[src/rtl/score_overlay_pkg.sv]
// Shared definitions for the score overlay: sprite geometry, BCD nibble type,
// the double-dabble FSM state encoding and a small power-of-ten helper.
package score_overlay_pkg;

  localparam int unsigned DIGIT_W    = 25;
  localparam int unsigned DIGIT_H    = 52;
  localparam int unsigned DIGIT_GAP  = 4;
  localparam int unsigned SLOT_PITCH = DIGIT_W + DIGIT_GAP;

  typedef logic [3:0] bcd_nibble_t;

  typedef enum logic [1:0] {
    StIdle,
    StLoad,
    StShift,
    StHold
  } dabble_state_t;

  function automatic int unsigned pow10(input int unsigned n);
    int unsigned r;
    r = 1;
    for (int unsigned k = 0; k < n; k++) r = r * 10;
    return r;
  endfunction

endpackage

[src/rtl/bcd_dabble_step.sv]
// One double-dabble iteration: add 3 to every BCD nibble >= 5, then shift the
// concatenation {bcd, work} left by one bit.
// Ports:
//   bcd_in   - current BCD accumulator (NDIGITS nibbles)
//   work_in  - remaining binary bits, MSB shifts into the BCD LSB
//   bcd_out  - accumulator after adjust + shift
//   work_out - binary work register after shift
module bcd_dabble_step
  import score_overlay_pkg::*;
#(
  parameter int unsigned BIN_W   = 10,
  parameter int unsigned NDIGITS = 3
) (
  input  logic [4*NDIGITS-1:0] bcd_in,
  input  logic [BIN_W-1:0]     work_in,
  output logic [4*NDIGITS-1:0] bcd_out,
  output logic [BIN_W-1:0]     work_out
);

  logic [4*NDIGITS-1:0] bcd_adj;

  always_comb begin
    bcd_adj = bcd_in;
    for (int i = 0; i < int'(NDIGITS); i++) begin
      bcd_nibble_t nib;
      nib = bcd_in[4*i +: 4];
      if (nib >= 4'd5) bcd_adj[4*i +: 4] = nib + 4'd3;
    end
    {bcd_out, work_out} = {bcd_adj[4*NDIGITS-2:0], work_in, 1'b0};
  end

endmodule

[src/rtl/score_digit_source.sv]
// Score digit source for the overlay sprite stage. Converts a binary score to
// BCD with a sequential double-dabble FSM, commits the result to the display
// register on a vsync rising edge, and presents per-pixel slot information.
// Ports:
//   pixel_clk      - pixel clock, all state on rising edge
//   reset          - asynchronous active-high reset
//   score          - binary score, sampled with score_valid
//   score_valid    - one-cycle conversion request
//   vsync          - raw vertical sync; rising edge commits a finished result
//   hcount         - current pixel column
//   busy           - conversion running or waiting to commit
//   display_update - one-cycle pulse on the commit edge
//   digit_x        - x origin of the slot under hcount (registered)
//   digit_val      - BCD value of that slot (registered)
//   digit_blank    - suppress drawing: leading zero or outside all slots
module score_digit_source
  import score_overlay_pkg::*;
#(
  parameter int unsigned BIN_W   = 10,
  parameter int unsigned NDIGITS = 3,
  parameter int unsigned WIDTH   = DIGIT_W,
  parameter int unsigned GAP     = DIGIT_GAP,
  parameter logic [10:0] X0      = 11'd40
) (
  input  logic             pixel_clk,
  input  logic             reset,
  input  logic [BIN_W-1:0] score,
  input  logic             score_valid,
  input  logic             vsync,
  input  logic [10:0]      hcount,
  output logic             busy,
  output logic             display_update,
  output logic [10:0]      digit_x,
  output logic [3:0]       digit_val,
  output logic             digit_blank
);

  localparam int unsigned BCD_W = 4 * NDIGITS;
  localparam int unsigned CNT_W = $clog2(BIN_W + 1);
  localparam int unsigned SAT   = pow10(NDIGITS) - 1;
  localparam int unsigned PITCH = WIDTH + GAP;
  localparam logic [BIN_W-1:0] SAT_BIN = BIN_W'(SAT);

  dabble_state_t     state_q;
  logic [BIN_W-1:0]  work_q;
  logic [BCD_W-1:0]  bcd_q;
  logic [CNT_W-1:0]  cnt_q;
  logic [BIN_W-1:0]  pend_q;
  logic              pend_valid_q;
  logic [BCD_W-1:0]  disp_q;
  logic              vsync_d_q;

  logic [BIN_W-1:0]  score_sat;
  logic [BCD_W-1:0]  bcd_step;
  logic [BIN_W-1:0]  work_step;
  logic              vsync_rise;
  logic              commit;

  always_comb begin
    score_sat = score;
    if (32'(score) > SAT) score_sat = SAT_BIN;
  end

  assign vsync_rise = vsync & ~vsync_d_q;
  assign commit     = (state_q == StHold) & vsync_rise;

  bcd_dabble_step #(
    .BIN_W   (BIN_W),
    .NDIGITS (NDIGITS)
  ) u_step (
    .bcd_in   (bcd_q),
    .work_in  (work_q),
    .bcd_out  (bcd_step),
    .work_out (work_step)
  );

  always_ff @(posedge pixel_clk or posedge reset) begin
    if (reset) begin
      state_q        <= StIdle;
      work_q         <= '0;
      bcd_q          <= '0;
      cnt_q          <= '0;
      pend_q         <= '0;
      pend_valid_q   <= 1'b0;
      disp_q         <= '0;
      vsync_d_q      <= 1'b0;
      busy           <= 1'b0;
      display_update <= 1'b0;
    end else begin
      vsync_d_q      <= vsync;
      display_update <= 1'b0;

      // Requests arriving mid-conversion park in a single slot, latest wins.
      if (score_valid && (state_q != StIdle) && !commit) begin
        pend_q       <= score_sat;
        pend_valid_q <= 1'b1;
      end

      unique case (state_q)
        StIdle: begin
          if (score_valid) begin
            work_q  <= score_sat;
            state_q <= StLoad;
            busy    <= 1'b1;
          end
        end
        StLoad: begin
          bcd_q   <= '0;
          cnt_q   <= CNT_W'(BIN_W);
          state_q <= StShift;
        end
        StShift: begin
          bcd_q  <= bcd_step;
          work_q <= work_step;
          cnt_q  <= cnt_q - 1'b1;
          if (cnt_q == CNT_W'(1)) state_q <= StHold;
        end
        StHold: begin
          if (vsync_rise) begin
            disp_q         <= bcd_q;
            display_update <= 1'b1;
            // A strobe on the commit cycle is newer than anything pending.
            if (score_valid) begin
              work_q       <= score_sat;
              pend_valid_q <= 1'b0;
              state_q      <= StLoad;
            end else if (pend_valid_q) begin
              work_q       <= pend_q;
              pend_valid_q <= 1'b0;
              state_q      <= StLoad;
            end else begin
              state_q <= StIdle;
              busy    <= 1'b0;
            end
          end
        end
        default: state_q <= StIdle;
      endcase
    end
  end

  // Slot decode; slot 0 holds the most-significant digit.
  logic [10:0] x_d;
  logic [3:0]  val_d;
  logic        blank_d;
  logic        lead_zero;
  logic [10:0] lo;
  logic [3:0]  nib;

  always_comb begin
    x_d       = X0;
    val_d     = 4'd0;
    blank_d   = 1'b1;
    lead_zero = 1'b1;
    lo        = X0;
    nib       = 4'd0;
    for (int i = 0; i < int'(NDIGITS); i++) begin
      nib       = disp_q[4*(int'(NDIGITS)-1-i) +: 4];
      lead_zero = lead_zero & (nib == 4'd0);
      lo        = X0 + 11'(i * int'(PITCH));
      if ((hcount >= lo) && (hcount < lo + 11'(WIDTH))) begin
        x_d     = lo;
        val_d   = nib;
        blank_d = lead_zero && (i < int'(NDIGITS) - 1);
      end
    end
  end

  always_ff @(posedge pixel_clk or posedge reset) begin
    if (reset) begin
      digit_x     <= X0;
      digit_val   <= 4'd0;
      digit_blank <= 1'b0;
    end else begin
      digit_x     <= x_d;
      digit_val   <= val_d;
      digit_blank <= blank_d;
    end
  end

endmodule

[config.mk]
export PLATFORM = sky130hd
export DESIGN_NAME = score_digit_source
export DESIGN_NICKNAME = d
export VERILOG_FILES = /design/src/rtl/score_overlay_pkg.sv /design/src/rtl/bcd_dabble_step.sv /design/src/rtl/score_digit_source.sv
export SDC_FILE = /design/constraint.sdc
export NUM_CORES = 1
export LEC_CHECK = 0
export BUFFER_PORTS_ARGS = -buffer_cell sky130_fd_sc_hd__buf_4
export CORE_MARGIN = 2
export CORE_UTILIZATION = 57
export CTS_BUF_LIST = sky130_fd_sc_hd__clkbuf_16
export DETAILED_ROUTE_END_ITERATION = 7
export PLACE_DENSITY = 0.87
export REMOVE_ABC_BUFFERS = 1
export SLEW_MARGIN = 20
export SYNTH_ARGS = -nofsm -noshare
export SYNTH_HDL_FRONTEND = slang
export SYNTH_SLANG_ARGS = --single-unit
[constraint.sdc]
create_clock -name pixel_clk -period 2.8 [get_ports pixel_clk]
set_clock_uncertainty 0.05 [all_clocks]
set_input_delay 0.56 -clock pixel_clk [delete_from_list [all_inputs] [get_ports pixel_clk]]
set_output_delay 0.56 -clock pixel_clk [all_outputs]
set_load 0.02 [all_outputs]
==> metrics.txt <==
result of the run=completed; depth of the CTS H-tree=3; total of warnings raised by yosys=0; list of most frequent post-synthesis cells=sky130_fd_sc_hd__dfrtp_1, sky130_fd_sc_hd__nand2_1, sky130_fd_sc_hd__o21ai_0, sky130_fd_sc_hd__nor2_1, sky130_fd_sc_hd__inv_1; overall routing resource usage=23.7%; count of final setup violators=0; Post-Synthesis Mean Instance Area=10.6 sq um; detailed-placement wirelength estimate=4.52 mm; share of the cycle needed by the critical path after routing=77.7%; Std-Cell Core Area=5200 sq um; Hold Path Depth=1; Worst setup EP type=flip-flop; wire per inst=16.0 um; Clock Tree Buf Depth=2; gr ovfl total=0; TritonCTS clock tree=built; sequential cell area fraction in the yosys report=51.5%; Die W=77.9 um; total design power=3.37 mW; Synth Flop Type=sky130_fd_sc_hd__dfrtp_1; required time of the critical path=2.95 ns; endpoint of the most critical register-to-register path=work_q[9]; total of cells resized after clock tree synthesis=0; RSZ-0062 raised after global routing=false; global placer's final weighted congestion=0.781; Clk Latency, worst-skew pair=0.32 ns; most instantiated library cell after synthesis=sky130_fd_sc_hd__dfrtp_1; critical path launch point type=flip-flop; boundary pin count=43; std cell rows=26; length in cells of the worst reg-to-reg path=6; via-per-instance ratio=5.89; Total Wirelength=6.56 mm; vias in the first global route=2,493; final hold vios=0; synthesized flop and latch total=64; antenna diode instance count=0; buffers inserted during post-CTS setup optimization=0; min-delay worst type=input pin to flip-flop; EDFF count, synth=0; Crit path arrival time=2.32 ns; proportion of register bits with asynchronous set or reset after synthesis=100%; highest clock frequency the design can meet=460 MHz; placed cell count=394; number of nets in the finished design=372; leakage power figure=1.74 nW; antenna violations before repair=0; Post-DP Area=3460 sq um; Die H=77.9 um; clk sinks=64; post-cts hold buffer count=0; violation count after the first detailed-route iteration=159; max_cap viols=0; Via Count=2,409; main area contributors after synthesis=sky130_fd_sc_hd__dfrtp_1, sky130_fd_sc_hd__mux2_2, sky130_fd_sc_hd__ha_1; number of remaining DRC errors=0; cell type with the largest total area after synthesis=sky130_fd_sc_hd__dfrtp_1; Gate Count Post-Synth=294; worst setup path class=flip-flop to flip-flop; TNS Setup=0 ns; synth-to-layout area growth=19.1%; Initial Utilization=59.8%; min Tclk post-route=2.17 ns; largest fanout of any net on the critical path=15; PortBufs=37; slew at the pin closest to its max-slew limit=0.794 ns; fraction of layout cells with a size suffix above 1=22.4%; drt first pass iters=6; unique cell type count in the Yosys netlist=48; WHS=0.315 ns; synthesized cell area=3110 sq um; Die Area=6070 sq um; launch point of the worst reg-to-reg path=state_q[0]; peak supply drop=0.505 mV; clock slew seen by the registers of the worst setup and hold paths=0.05 ns; area of all placed cells without fillers=3710 sq um; pin count of the biggest net entering global routing=38; Max-Slew Margin vs Limit=47.0%; max-slew violation count=0; global-route wire length before repair=11.2 mm; total clock buffers created by CTS=9; Routed Antenna Nets=0; Hold Startpoint=vsync; reg2reg setup slack=0.63 ns; Finished Layout Cells=409; Hold Crit Endpoint=vsync_d_q; post-synth top area share=49.8%; clock root buffer=sky130_fd_sc_hd__clkbuf_16; power density over the cells=909 nW/um^2
-- routing by layer --
| metal | up-vias | global-route usage [%] | share of wire [%] |
|---|---|---|---|
| met5 | - | 0 | 0 |
| met1 | 1163 | 28.8 | 41 |
| met2 | 93 | 40.0 | 51 |
| li1 | 1134 | - | - |
| met3 | 19 | 4.65 | 5.3 |
| met4 | 0 | 11.9 | 2.0 |
-- kinds of logic (layout without fill, tap and decap cells) --
family                   Yosys count  count (layout)  share of synthesized area (%)
XOR/XNOR                           3               3                          0.844
buffers and inverters             34              75                           4.90
AND/OR/NAND/NOR                   79              79                           12.6
AO/OA/AOI/OAI                     82              82                           18.6
adder cells (fa/ha/maj)           12              12                           4.82
multiplexers                      19              19                           6.67
other                              1               5                          0.120
flip-flops                        64              64                           51.5
-- layout by cell type, fill, tap and decap left out, types with 2 or more instances in the layout --
cell type / instances
sky130_fd_sc_hd__dfrtp_1: 62
sky130_fd_sc_hd__o21ai_0: 24
sky130_fd_sc_hd__nand2_1: 25
sky130_fd_sc_hd__a32o_1: 3
sky130_fd_sc_hd__dfstp_2: 2
sky130_fd_sc_hd__or4_1: 3
sky130_fd_sc_hd__inv_1: 22
sky130_fd_sc_hd__o31ai_1: 4
sky130_fd_sc_hd__and2_1: 5
sky130_fd_sc_hd__buf_4: 40
sky130_fd_sc_hd__nor3b_1: 3
sky130_fd_sc_hd__nor2b_1: 3
sky130_fd_sc_hd__mux2_2: 14
sky130_fd_sc_hd__conb_1: 5
sky130_fd_sc_hd__xnor2_1: 3
sky130_fd_sc_hd__nand3_1: 2
sky130_fd_sc_hd__a22o_1: 3
sky130_fd_sc_hd__nand2b_1: 5
sky130_fd_sc_hd__nand3b_1: 3
sky130_fd_sc_hd__a222oi_1: 2
sky130_fd_sc_hd__a221o_2: 3
sky130_fd_sc_hd__clkinv_1: 2
sky130_fd_sc_hd__clkbuf_16: 9
sky130_fd_sc_hd__o22ai_1: 5
sky130_fd_sc_hd__mux2i_1: 5
sky130_fd_sc_hd__a21o_1: 2
sky130_fd_sc_hd__nand4_1: 2
sky130_fd_sc_hd__a22oi_1: 8
sky130_fd_sc_hd__ha_1: 12
sky130_fd_sc_hd__nor2_1: 22
sky130_fd_sc_hd__a31oi_1: 8
sky130_fd_sc_hd__a21oi_1: 10
-- layout make-up --
class / count / area [sq um]
Sequential cell: 64 / 1600
Fill cell: 348 / 1500
Multi-Input combinational cell: 200 / 1380
Timing Repair Buffer: 41 / 320
Clock buffer: 9 / 225
Tap cell: 70 / 87.6
Inverter: 19 / 71.3
Clock inverter: 6 / 22.5
-- power breakdown --
group	switching, mW	internal, mW	leakage (nW)	total (mW)
sequential	0.140	1.15	0.809	1.29
clock	0.353	0.572	0.135	0.926
combinational	0.710	0.446	0.800	1.16
total	1.20	2.17	1.74	3.37
-- worst max-delay path by stage --
| stage | startpoint | to | slack [ns] | cells after the start |
|---|---|---|---|---|
| after CTS | state_q[0] | work_q[9] | 0.65 | 6 |
| after global routing | state_q[0] | bcd_q[11] | 0.49 | 5 |
| after global placement | hcount[7] | digit_val[3] | 0.76 | 5 |
| final | state_q[0] | work_q[9] | 0.63 | 6 |
| after floorplan | state_q[0] | work_q[0] | -0.91 | 4 |
| after detailed placement | state_q[0] | work_q[9] | 0.69 | 6 |
-- metrics by stage --
step           util (%)  worst slack (ns)
5_1_grt            71.3             0.486
3_5_place_dp       66.5             0.694
2_1_floorplan         -            -0.912
4_1_cts            71.3             0.650
6_report           71.3             0.626
3_3_place_gp       66.5             0.756
-- sequential cells by signal, summed over array words and instances (netlist names), 2 cells and up --
signal and count:
state_q 2, disp_q 12, work_q 10, digit_val 4
cnt_q 4, digit_x 5, pend_q 10, bcd_q 12
-- worst max-delay path, stage by stage (launching register included) --
cell and delay (ns):
sky130_fd_sc_hd__dfrtp_1 0.41, sky130_fd_sc_hd__inv_1 0.13, sky130_fd_sc_hd__ha_1 0.56, sky130_fd_sc_hd__nor2_1 0.21, sky130_fd_sc_hd__a21o_1 0.29, sky130_fd_sc_hd__a222oi_1 0.29, sky130_fd_sc_hd__a21oi_1 0.12
No activity file was read; power rests on OpenSTA's default activity.
